## src/rtl/fdtd_step_ctrl_if.sv

```systemverilog
// ---------------------------------------------------------------------------
// fdtd_step_ctrl_if
// Control/status bundle between the FDTD time-step sequencer and its
// surroundings (host register block, H/E update datapath, Ez result selector).
//
// Signals (direction seen from the sequencer):
//   start_i        in   start request, only honoured while idle
//   num_steps_i    in   number of time steps for the run
//   src_pos_i      in   source-injection cell index
//   stall_i        in   datapath not ready, freeze the sequencer
//   calc_Hy_en_o   out  H-update active at cell_addr_o
//   calc_Ez_en_o   out  Ez-update active at cell_addr_o
//   calc_src_en_o  out  source injection at cell_addr_o
//   cell_addr_o    out  current cell index
//   step_cnt_o     out  current time-step index (0-based)
//   busy_o         out  run in progress (includes the done cycle)
//   done_o         out  one-cycle end-of-run pulse
//
// Modports: master = host/datapath side, slave = sequencer.
// ---------------------------------------------------------------------------
interface fdtd_step_ctrl_if #(
    parameter int ADDR_WIDTH = 8,
    parameter int STEP_WIDTH = 16
);
    logic                  start_i;
    logic [STEP_WIDTH-1:0] num_steps_i;
    logic [ADDR_WIDTH-1:0] src_pos_i;
    logic                  stall_i;
    logic                  calc_Hy_en_o;
    logic                  calc_Ez_en_o;
    logic                  calc_src_en_o;
    logic [ADDR_WIDTH-1:0] cell_addr_o;
    logic [STEP_WIDTH-1:0] step_cnt_o;
    logic                  busy_o;
    logic                  done_o;

    modport master (
        output start_i,
        output num_steps_i,
        output src_pos_i,
        output stall_i,
        input  calc_Hy_en_o,
        input  calc_Ez_en_o,
        input  calc_src_en_o,
        input  cell_addr_o,
        input  step_cnt_o,
        input  busy_o,
        input  done_o
    );

    modport slave (
        input  start_i,
        input  num_steps_i,
        input  src_pos_i,
        input  stall_i,
        output calc_Hy_en_o,
        output calc_Ez_en_o,
        output calc_src_en_o,
        output cell_addr_o,
        output step_cnt_o,
        output busy_o,
        output done_o
    );
endinterface

```

## src/rtl/fdtd_step_ctrl.sv

```systemverilog
// ---------------------------------------------------------------------------
// fdtd_step_ctrl
// Time-step sequencer for the 1-D FDTD engine. Each time step walks the grid
// for the H-field update (cells 0..GRID_SIZE-2), then for the E-field update
// (cells 1..GRID_SIZE-1), then spends one cycle on source injection at the
// latched source cell. A run executes a programmed number of steps and ends
// with a single done pulse.
//
// Ports:
//   CLK    system clock, rising edge
//   RST_N  synchronous active-low reset
//   ctl    fdtd_step_ctrl_if.slave (start/num_steps/src_pos/stall in;
//          enables, cell address, step index, busy, done out)
//
// State table:
//   IDLE   | waiting for start, enables low, step_cnt holds last run value
//   CALC_H | H-update sweep, calc_Hy_en high
//   CALC_E | E-update sweep, calc_Ez_en high
//   SRC    | one source-injection cycle, calc_src_en high
//   DONE   | done/busy high for one cycle, then back to IDLE
//
// Every output is decoded from registered state only, so the three enables
// are mutually exclusive by construction and nothing on ctl feeds through
// combinationally to the outputs.
// ---------------------------------------------------------------------------
module fdtd_step_ctrl #(
    parameter int GRID_SIZE  = 200,
    parameter int ADDR_WIDTH = 8,
    parameter int STEP_WIDTH = 16
) (
    input logic              CLK,
    input logic              RST_N,
    fdtd_step_ctrl_if.slave  ctl
);

    typedef enum logic [2:0] {
        IDLE   = 3'd0,
        CALC_H = 3'd1,
        CALC_E = 3'd2,
        SRC    = 3'd3,
        DONE   = 3'd4
    } state_t;

    localparam logic [ADDR_WIDTH-1:0] ADDR_ZERO = '0;
    localparam logic [ADDR_WIDTH-1:0] ADDR_ONE  = ADDR_WIDTH'(1);
    localparam logic [ADDR_WIDTH-1:0] H_LAST    = ADDR_WIDTH'(GRID_SIZE - 2);
    localparam logic [ADDR_WIDTH-1:0] E_LAST    = ADDR_WIDTH'(GRID_SIZE - 1);
    localparam logic [STEP_WIDTH-1:0] STEP_ZERO = '0;
    localparam logic [STEP_WIDTH-1:0] STEP_ONE  = STEP_WIDTH'(1);

    state_t                state_q,     state_d;
    logic [ADDR_WIDTH-1:0] addr_q,      addr_d;
    logic [STEP_WIDTH-1:0] step_q,      step_d;
    logic [STEP_WIDTH-1:0] num_steps_q, num_steps_d;
    logic [ADDR_WIDTH-1:0] src_pos_q,   src_pos_d;

    logic [ADDR_WIDTH-1:0] src_clamped;
    logic                  last_step;

    // Out-of-range source positions are pulled onto the last cell so the
    // injection cycle never addresses a non-existent cell.
    assign src_clamped = (ctl.src_pos_i > E_LAST) ? E_LAST : ctl.src_pos_i;

    // num_steps_q is never zero while a sweep is running (a zero-step start
    // goes straight to DONE), so the subtraction cannot wrap here. Comparing
    // against num_steps-1 instead of incrementing first keeps step_cnt from
    // ever reaching num_steps, which matters when num_steps is all ones.
    assign last_step = (step_q == (num_steps_q - STEP_ONE));

    always_ff @(posedge CLK) begin
        if (!RST_N) begin
            state_q     <= IDLE;
            addr_q      <= ADDR_ZERO;
            step_q      <= STEP_ZERO;
            num_steps_q <= STEP_ZERO;
            src_pos_q   <= ADDR_ZERO;
        end else begin
            state_q     <= state_d;
            addr_q      <= addr_d;
            step_q      <= step_d;
            num_steps_q <= num_steps_d;
            src_pos_q   <= src_pos_d;
        end
    end

    always_comb begin
        state_d     = state_q;
        addr_d      = addr_q;
        step_d      = step_q;
        num_steps_d = num_steps_q;
        src_pos_d   = src_pos_q;

        case (state_q)
            IDLE: begin
                if (ctl.start_i) begin
                    num_steps_d = ctl.num_steps_i;
                    src_pos_d   = src_clamped;
                    step_d      = STEP_ZERO;
                    addr_d      = ADDR_ZERO;
                    // A zero-step run still reports completion to the host.
                    if (ctl.num_steps_i != STEP_ZERO) begin
                        state_d = CALC_H;
                    end else begin
                        state_d = DONE;
                    end
                end
            end

            CALC_H: begin
                if (!ctl.stall_i) begin
                    if (addr_q == H_LAST) begin
                        state_d = CALC_E;
                        addr_d  = ADDR_ONE;
                    end else begin
                        addr_d  = addr_q + ADDR_ONE;
                    end
                end
            end

            CALC_E: begin
                if (!ctl.stall_i) begin
                    if (addr_q == E_LAST) begin
                        state_d = SRC;
                        addr_d  = src_pos_q;
                    end else begin
                        addr_d  = addr_q + ADDR_ONE;
                    end
                end
            end

            SRC: begin
                if (!ctl.stall_i) begin
                    if (last_step) begin
                        // Address and step index stay visible through DONE
                        // and into IDLE for the host to read back.
                        state_d = DONE;
                    end else begin
                        state_d = CALC_H;
                        step_d  = step_q + STEP_ONE;
                        addr_d  = ADDR_ZERO;
                    end
                end
            end

            DONE: begin
                state_d = IDLE;
            end

            default: begin
                state_d = IDLE;
            end
        endcase
    end

    assign ctl.calc_Hy_en_o  = (state_q == CALC_H);
    assign ctl.calc_Ez_en_o  = (state_q == CALC_E);
    assign ctl.calc_src_en_o = (state_q == SRC);
    assign ctl.cell_addr_o   = addr_q;
    assign ctl.step_cnt_o    = step_q;
    assign ctl.busy_o        = (state_q != IDLE);
    assign ctl.done_o        = (state_q == DONE);

endmodule

```

## src/flat_wrapper.sv

```systemverilog
// flat-port wrapper written by rule: the top's interface ports become plain ports
module fdtd_step_ctrl_flat 
#(
    parameter int GRID_SIZE  = 200,
    parameter int ADDR_WIDTH = 8,
    parameter int STEP_WIDTH = 16
)
  (CLK, RST_N, ctl_start_i, ctl_num_steps_i, ctl_src_pos_i, ctl_stall_i, ctl_calc_Hy_en_o, ctl_calc_Ez_en_o, ctl_calc_src_en_o, ctl_cell_addr_o, ctl_step_cnt_o, ctl_busy_o, ctl_done_o);
  fdtd_step_ctrl_if #(.ADDR_WIDTH(ADDR_WIDTH), .STEP_WIDTH(STEP_WIDTH)) ctl_i ();
  input logic CLK;
  input logic RST_N;
  input wire logic [$bits(ctl_i.start_i)-1:0] ctl_start_i;
  input wire logic [$bits(ctl_i.num_steps_i)-1:0] ctl_num_steps_i;
  input wire logic [$bits(ctl_i.src_pos_i)-1:0] ctl_src_pos_i;
  input wire logic [$bits(ctl_i.stall_i)-1:0] ctl_stall_i;
  output wire logic [$bits(ctl_i.calc_Hy_en_o)-1:0] ctl_calc_Hy_en_o;
  output wire logic [$bits(ctl_i.calc_Ez_en_o)-1:0] ctl_calc_Ez_en_o;
  output wire logic [$bits(ctl_i.calc_src_en_o)-1:0] ctl_calc_src_en_o;
  output wire logic [$bits(ctl_i.cell_addr_o)-1:0] ctl_cell_addr_o;
  output wire logic [$bits(ctl_i.step_cnt_o)-1:0] ctl_step_cnt_o;
  output wire logic [$bits(ctl_i.busy_o)-1:0] ctl_busy_o;
  output wire logic [$bits(ctl_i.done_o)-1:0] ctl_done_o;
  assign ctl_i.start_i = ctl_start_i;
  assign ctl_i.num_steps_i = ctl_num_steps_i;
  assign ctl_i.src_pos_i = ctl_src_pos_i;
  assign ctl_i.stall_i = ctl_stall_i;
  assign ctl_calc_Hy_en_o = ctl_i.calc_Hy_en_o;
  assign ctl_calc_Ez_en_o = ctl_i.calc_Ez_en_o;
  assign ctl_calc_src_en_o = ctl_i.calc_src_en_o;
  assign ctl_cell_addr_o = ctl_i.cell_addr_o;
  assign ctl_step_cnt_o = ctl_i.step_cnt_o;
  assign ctl_busy_o = ctl_i.busy_o;
  assign ctl_done_o = ctl_i.done_o;
  fdtd_step_ctrl #(.GRID_SIZE(GRID_SIZE), .ADDR_WIDTH(ADDR_WIDTH), .STEP_WIDTH(STEP_WIDTH)) u_core (.CLK(CLK), .RST_N(RST_N), .ctl(ctl_i));
endmodule
```

## config.mk

```make
export PLATFORM = sky130hd
export DESIGN_NAME = fdtd_step_ctrl_flat
export DESIGN_NICKNAME = d
export VERILOG_FILES = /design/src/rtl/fdtd_step_ctrl_if.sv /design/src/rtl/fdtd_step_ctrl.sv /design/src/flat_wrapper.sv
export SDC_FILE = /design/constraint.sdc
export NUM_CORES = 1
export LEC_CHECK = 0
export ABC_AREA = 0
export ABC_CLOCK_PERIOD_IN_PS = 4010
export BUFFER_PORTS_ARGS = -buffer_cell sky130_fd_sc_hd__buf_2
export CAP_MARGIN = 5
export CELL_PAD_IN_SITES_DETAIL_PLACEMENT = 1
export CELL_PAD_IN_SITES_GLOBAL_PLACEMENT = 2
export CORE_ASPECT_RATIO = 1.5
export CORE_MARGIN = 1
export CORE_UTILIZATION = 32
export CTS_CLUSTER_DIAMETER = 200
export DETAILED_ROUTE_END_ITERATION = 8
export GPL_ROUTABILITY_DRIVEN = 0
export PLACE_DENSITY = 0.78
export SYNTH_ARGS = -nofsm -noshare
export SYNTH_HDL_FRONTEND = slang
export SYNTH_SLANG_ARGS = --single-unit
```

## constraint.sdc

```tcl
create_clock -name CLK -period 4.01 [get_ports CLK]
set_input_delay 0.6015 -clock CLK [delete_from_list [all_inputs] [get_ports CLK]]
set_output_delay 0.6015 -clock CLK [all_outputs]
set_load 0.02 [all_outputs]
```

# [Word-level counts from Yosys, hierarchy flattened]
# Index checks and enable logic that the tools add are counted.
# W data, S select, Z words.
[op_classes] mux=22 order_cmp=1 addsub=3 n_eq_ne=14 n_reduce_logical=9
[ops] op="$mux W8" n=8
[ops] op="$mux W16" n=3
[ops] op="$pmux W16 S2" n=1
[ops] op="$pmux W8 S4" n=1
[ops] op="$mux W3" n=8
[ops] op="$add A16 B1 Y16 const B" n=1
[ops] op="$eq A16 B16 Y1" n=1
[ops] op="$eq A8 B8 Y1 const B" n=2
[ops] op="$reduce_bool A16 Y1" n=1
[ops] op="$sub A16 B1 Y16 const B" n=1
[ops] op="$pmux W3 S4" n=1
[ops] op="$reduce_and A6 Y1" n=2
[ops] op="$ne A2 B2 Y1 const B" n=5
[ops] op="$add A8 B1 Y8 const B" n=1
[ops] op="$gt A8 B8 Y1 const B" n=1
[ops] op="$eq A3 B2 Y1 const B" n=2
[ops] op="$ne A2 B1 Y1 const B" n=2
[ops] op="$reduce_and A4 Y1" n=1
[ops] op="$reduce_bool A4 Y1" n=1
[ops] op="$eq A3 B1 Y1 const B" n=1
[ops] op="$eq A3 B3 Y1 const B" n=1
[ops] op="$logic_not A3 Y1" n=1
[ops] op="$reduce_bool A3 Y1" n=1
[ops] op="$reduce_and A2 Y1" n=1
[ops] op="$reduce_bool A2 Y1" n=1
[totals] regBits=51 wordCells=54 output_inout_bits=29 input_bits=28

# [Depth between registers and ports, before layout]
[logic_depth] depth_word=5 mapped_depth=12 ltp_nobuf=10

# [Worst setup path after synthesis]
# No wires, ideal clock.
[synth_path] path_type="register to register" start="reg u_core.num_steps_q[0]" end="reg u_core.step_q[13], in the netlist u_core.ctl.step_cnt_o[13]" path_slack_ns=1.165 t_arrival_ns=2.774 required_ns=3.938 stages_incl_launch_ff=13 setup_ns=0.072 n_path_buf=2 period_less_slack_ns=2.845 cell_sequence="dfxtp_1 > inv_1 > ha_1 > or3b_1 > buf_2 > nor4_1 > o21ai_0 > a2111o_1 > a211o_1 > nor3_2 > buf_6 > nand4b_1 > mux2i_1"
[synth_between] elab_chain_cells=4
[synth_rtl] element="from (decl)" line="fdtd_step_ctrl.sv:54" source="logic [STEP_WIDTH-1:0] num_steps_q, num_steps_d;"
[synth_rtl] element="from (signal assigned)" line="fdtd_step_ctrl.sv:81" source="num_steps_q <= num_steps_d;"
[synth_rtl] element="$sub A16 B1 Y16" line="fdtd_step_ctrl.sv:68" source="assign last_step = (step_q == (num_steps_q - STEP_ONE));"
[synth_rtl] element="$eq A16 B16 Y1" line="fdtd_step_ctrl.sv:68"
[synth_rtl] element="$ne A2 B2 Y1 (no line)"
[synth_rtl] element="$reduce_and A4 Y1 (no line)"
[synth_rtl] element="to (signal assigned)" line="fdtd_step_ctrl.sv:80" source="step_q <= step_d;"
[synth_rtl] element="to (decl)" line="fdtd_step_ctrl.sv:53" source="logic [STEP_WIDTH-1:0] step_q, step_d;"
# No other way between the ends.
# A chain may end at the register's enable or synchronous reset.

# [Worst setup path in the final report]
[layout_path] start="reg u_core.num_steps_q[0]" end="reg u_core.step_q[14], in the netlist u_core.ctl.step_cnt_o[14]"
# Same word-level chain as after synthesis.

==> results.md <==
* Core Util, Final at 38.47%
* Antenna Violating Nets Remaining at 0
* Final instance area at 3601 µm²
* Proportion of layout cells with a drive suffix above 1 at 19.55%
* TritonCTS Sinks at 51
* Layout Skew at 0.005973 ns
* Critical path depth at 10
* Post-Syn Instances at 397
* TritonRoute pass-1 iters at 4
* Unrepaired setup endpoints after global routing: no
* Synth area leaders: dfxtp_1, nand2_1, a21oi_1
* Slew headroom at 21.32%
* CP delay by family, top: compound AO/OA/AOI/OAI gates
* Seq/Total Area, Yosys at 32.59%
* Die Wd at 82.79 µm
* CP Launch Type: register
* Final net count at 472
* Tot Pwr at 1.715 mW
* CP dominant cell by count: o21ai_0
* Placed Area at 3457 µm²
* Cell with the most instances after synthesis: nand2_1
* Final setup viols at 0
* Worst vdd ir at 0.2164 mV
* # rows at 43
* Port Buffers at 56
* Peak per-stage delay on the critical path at 0.66 ns
* Int Power at 1.060 mW
* Fin cells at 552
* CP max FO at 12
* Buf/Inv on CP at 1
* Place WS at 0.5986 ns
* Clock group share of total power at 24.9%
* Crit path required time at 4.22 ns
* Max-slew violations at 0
* Yosys reg bits at 51
* Endpoints failing hold at 0
* Synth warn at 0
* Final min period at 3.412 ns
* Largest net degree at the start of global routing at 33
* Critical Path AT at 3.62 ns
* Antenna Cells at 0
* Crit path cell chain: inv_1 -> ha_1 -> or3b_1 -> nor4_1 -> o21ai_0 -> a2111o_1 -> a211o_1 -> o31ai_2 -> o21ai_0 -> a21oi_1
* WL/cell at 17.80 µm
* Chip height at 123.2 µm
* Io pins at 57
* Final wirelength at 9824 µm
* Area Growth Syn to Fin at 14.94%
* Residual DRC at 0
* H-Tree Depth at 2
* Remaining global-route overflow at 0
* Initial antenna violation count at 0
* Resized Gates After CTS at 0
* Clock Tree Buf Depth at 2
* Synth async-reset ratio at 0%
* Worst-path clk slew at 0.07 ns
* Crit path capture type: register
* Vias at 3125
* Max Cap Viol at 0
* Num CTS Buffers at 5
* Worst Tran Pin Value at 1.178 ns
* Top-area cell type share of the netlist area at 32.59%
* Leak pwr at 1.452 nW
* DIE AREA at 10200 µm²
* Setup TNS at 0 ns
* Dominant cell type by area after synthesis: dfxtp_1
* Post-CTS setup buffers at 0
* Sequential Power Share at 37.7%
* Switching Fraction at 38.20%
* Sw Pwr at 655.3 µW
* Max Fclk at 0.2931 GHz
* Slowest-stage cell, CP: o31ai_2
* Starting density of the core at 33.47%
* WHS Path Cells at 2
* Hold_ws at 0.4676 ns
* Count of cell types in the netlist at 65
* Final worst-path cycle share at 85.08%
* Post-synth EDFFs at 0
* Final WS setup at 0.5984 ns
* Post-Syn Area at 3133 µm²
* Post-synth top cells: nand2_1, dfxtp_1, a21oi_1, nand3_1, or3_1
* Min-delay worst type: reg -> reg
* Clk root buf: clkbuf_16
* Total track usage at 20.35%
* Cells after DPL at 545
* Worst setup path class: reg -> reg
* Logic gate share of total power at 37.4%
* Status: finished clean
* P per Cell Area at 476.3 nW/µm²
* Core area at 9361 µm²
* Post-Syn Area per Cell at 7.892 µm²
* 1st-iter DRT viols at 80
* Ys flop type: dfxtp_1
* First-pass GRT wire length at 15660 µm
* DP HPWL at 7675 µm
* Mapped Nets at 429
* Vias in the first global route at 3177
* Worst-skew pair later-pin latency at 0.29 ns
* Routed vias/inst at 5.661
* CTS tree: built
* Hold Buf Count CTS at 0
* Register-to-Register Path Depth at 10
==> registers in the layout (all words and copies together), names as in the netlist <==
signal and count:
u_core.ctl.step_cnt_o 16, u_core.num_steps_q 16, u_core.src_pos_q 8, u_core.ctl.cell_addr_o 8, u_core.state_q 3
==> path summary, 6_finish.rpt <==
| kind | start | end | slack [ns] |
|---|---|---|---|
| max | u_core.num_steps_q[0] | u_core.ctl.step_cnt_o[14] | 0.60 |
| min | u_core.src_pos_q[7] | u_core.src_pos_q[7] | 0.47 |
| max reg2reg | u_core.num_steps_q[0] | u_core.ctl.step_cnt_o[14] | 0.60 |
| min reg2reg | u_core.src_pos_q[7] | u_core.src_pos_q[7] | 0.47 |
==> cells by family (layout without fill, tap and decap cells) <==
family                     after synthesis  count (layout)  synth area share [%]
xor gates and xnor gates                22              22                 6.150
buffers and inverters                   33              76                 4.992
AOI/OAI and AO/OA                      106             106                 22.44
muxes                                    4               4                 1.278
DFF                                     51              51                 32.59
and+or+nand+nor                        177             177                 30.95
adders and majority gates                4               4                 1.598
==> placed cells by master, fill, tap and decap left out, types with 10 or more instances in the layout <==
| cell type | synthesis | layout |
|---|---|---|
| a21oi_1 | 45 | 45 |
| and3_1 | 10 | 10 |
| buf_2 | 2 | 56 |
| dfxtp_1 | 51 | 51 |
| inv_1 | 10 | 10 |
| nand2_1 | 63 | 63 |
| nand3_1 | 18 | 18 |
| nor2_1 | 12 | 12 |
| nor3_1 | 11 | 11 |
| or3_1 | 16 | 16 |
| xnor2_1 | 10 | 10 |
| xor2_1 | 12 | 12 |
==> layer usage <==
| metal | share of wire, % | vias to the layer above | track usage [%] |
|---|---|---|---|
| met1 | 38 | 1534 | 21.01 |
| li1 | - | 1533 | - |
| met3 | 2.7 | 12 | 2.952 |
| met5 | 0 | - | 0 |
| met4 | 2.3 | 0 | 7.220 |
| met2 | 57 | 46 | 39.81 |
==> power groups by stage <==
stage	clock (mW)	combinational [mW]	sequential (mW)
after detailed placement	0	0.649	0.658
after CTS	0.440	0.650	0.647
after global placement	0	0.633	0.657
after floorplan	0	0.502	0.634
final	0.426	0.642	0.646
after global routing	0.462	0.707	0.659
==> final cells by class <==
cell class / count / area (µm²)
Inverter: 10 / 37.54
Timing Repair Buffer: 59 / 302.8
Clock buffer: 6 / 138.9
Multi-Input combinational cell: 313 / 1956
Clock inverter: 1 / 5.005
Tap cell: 112 / 140.1
Fill cell: 1197 / 5761
Sequential cell: 51 / 1021
==> tightest hold or removal path: cells and delay by family, from the launching register on <==
| family | cells | cell delay (ns) |
|---|---|---|
| AO/OA/AOI/OAI | 1 | 0.05 |
| AND/OR/NAND/NOR | 1 | 0.05 |
| flip-flops | 1 | 0.32 |
Power figures use the tool's default switching activity.
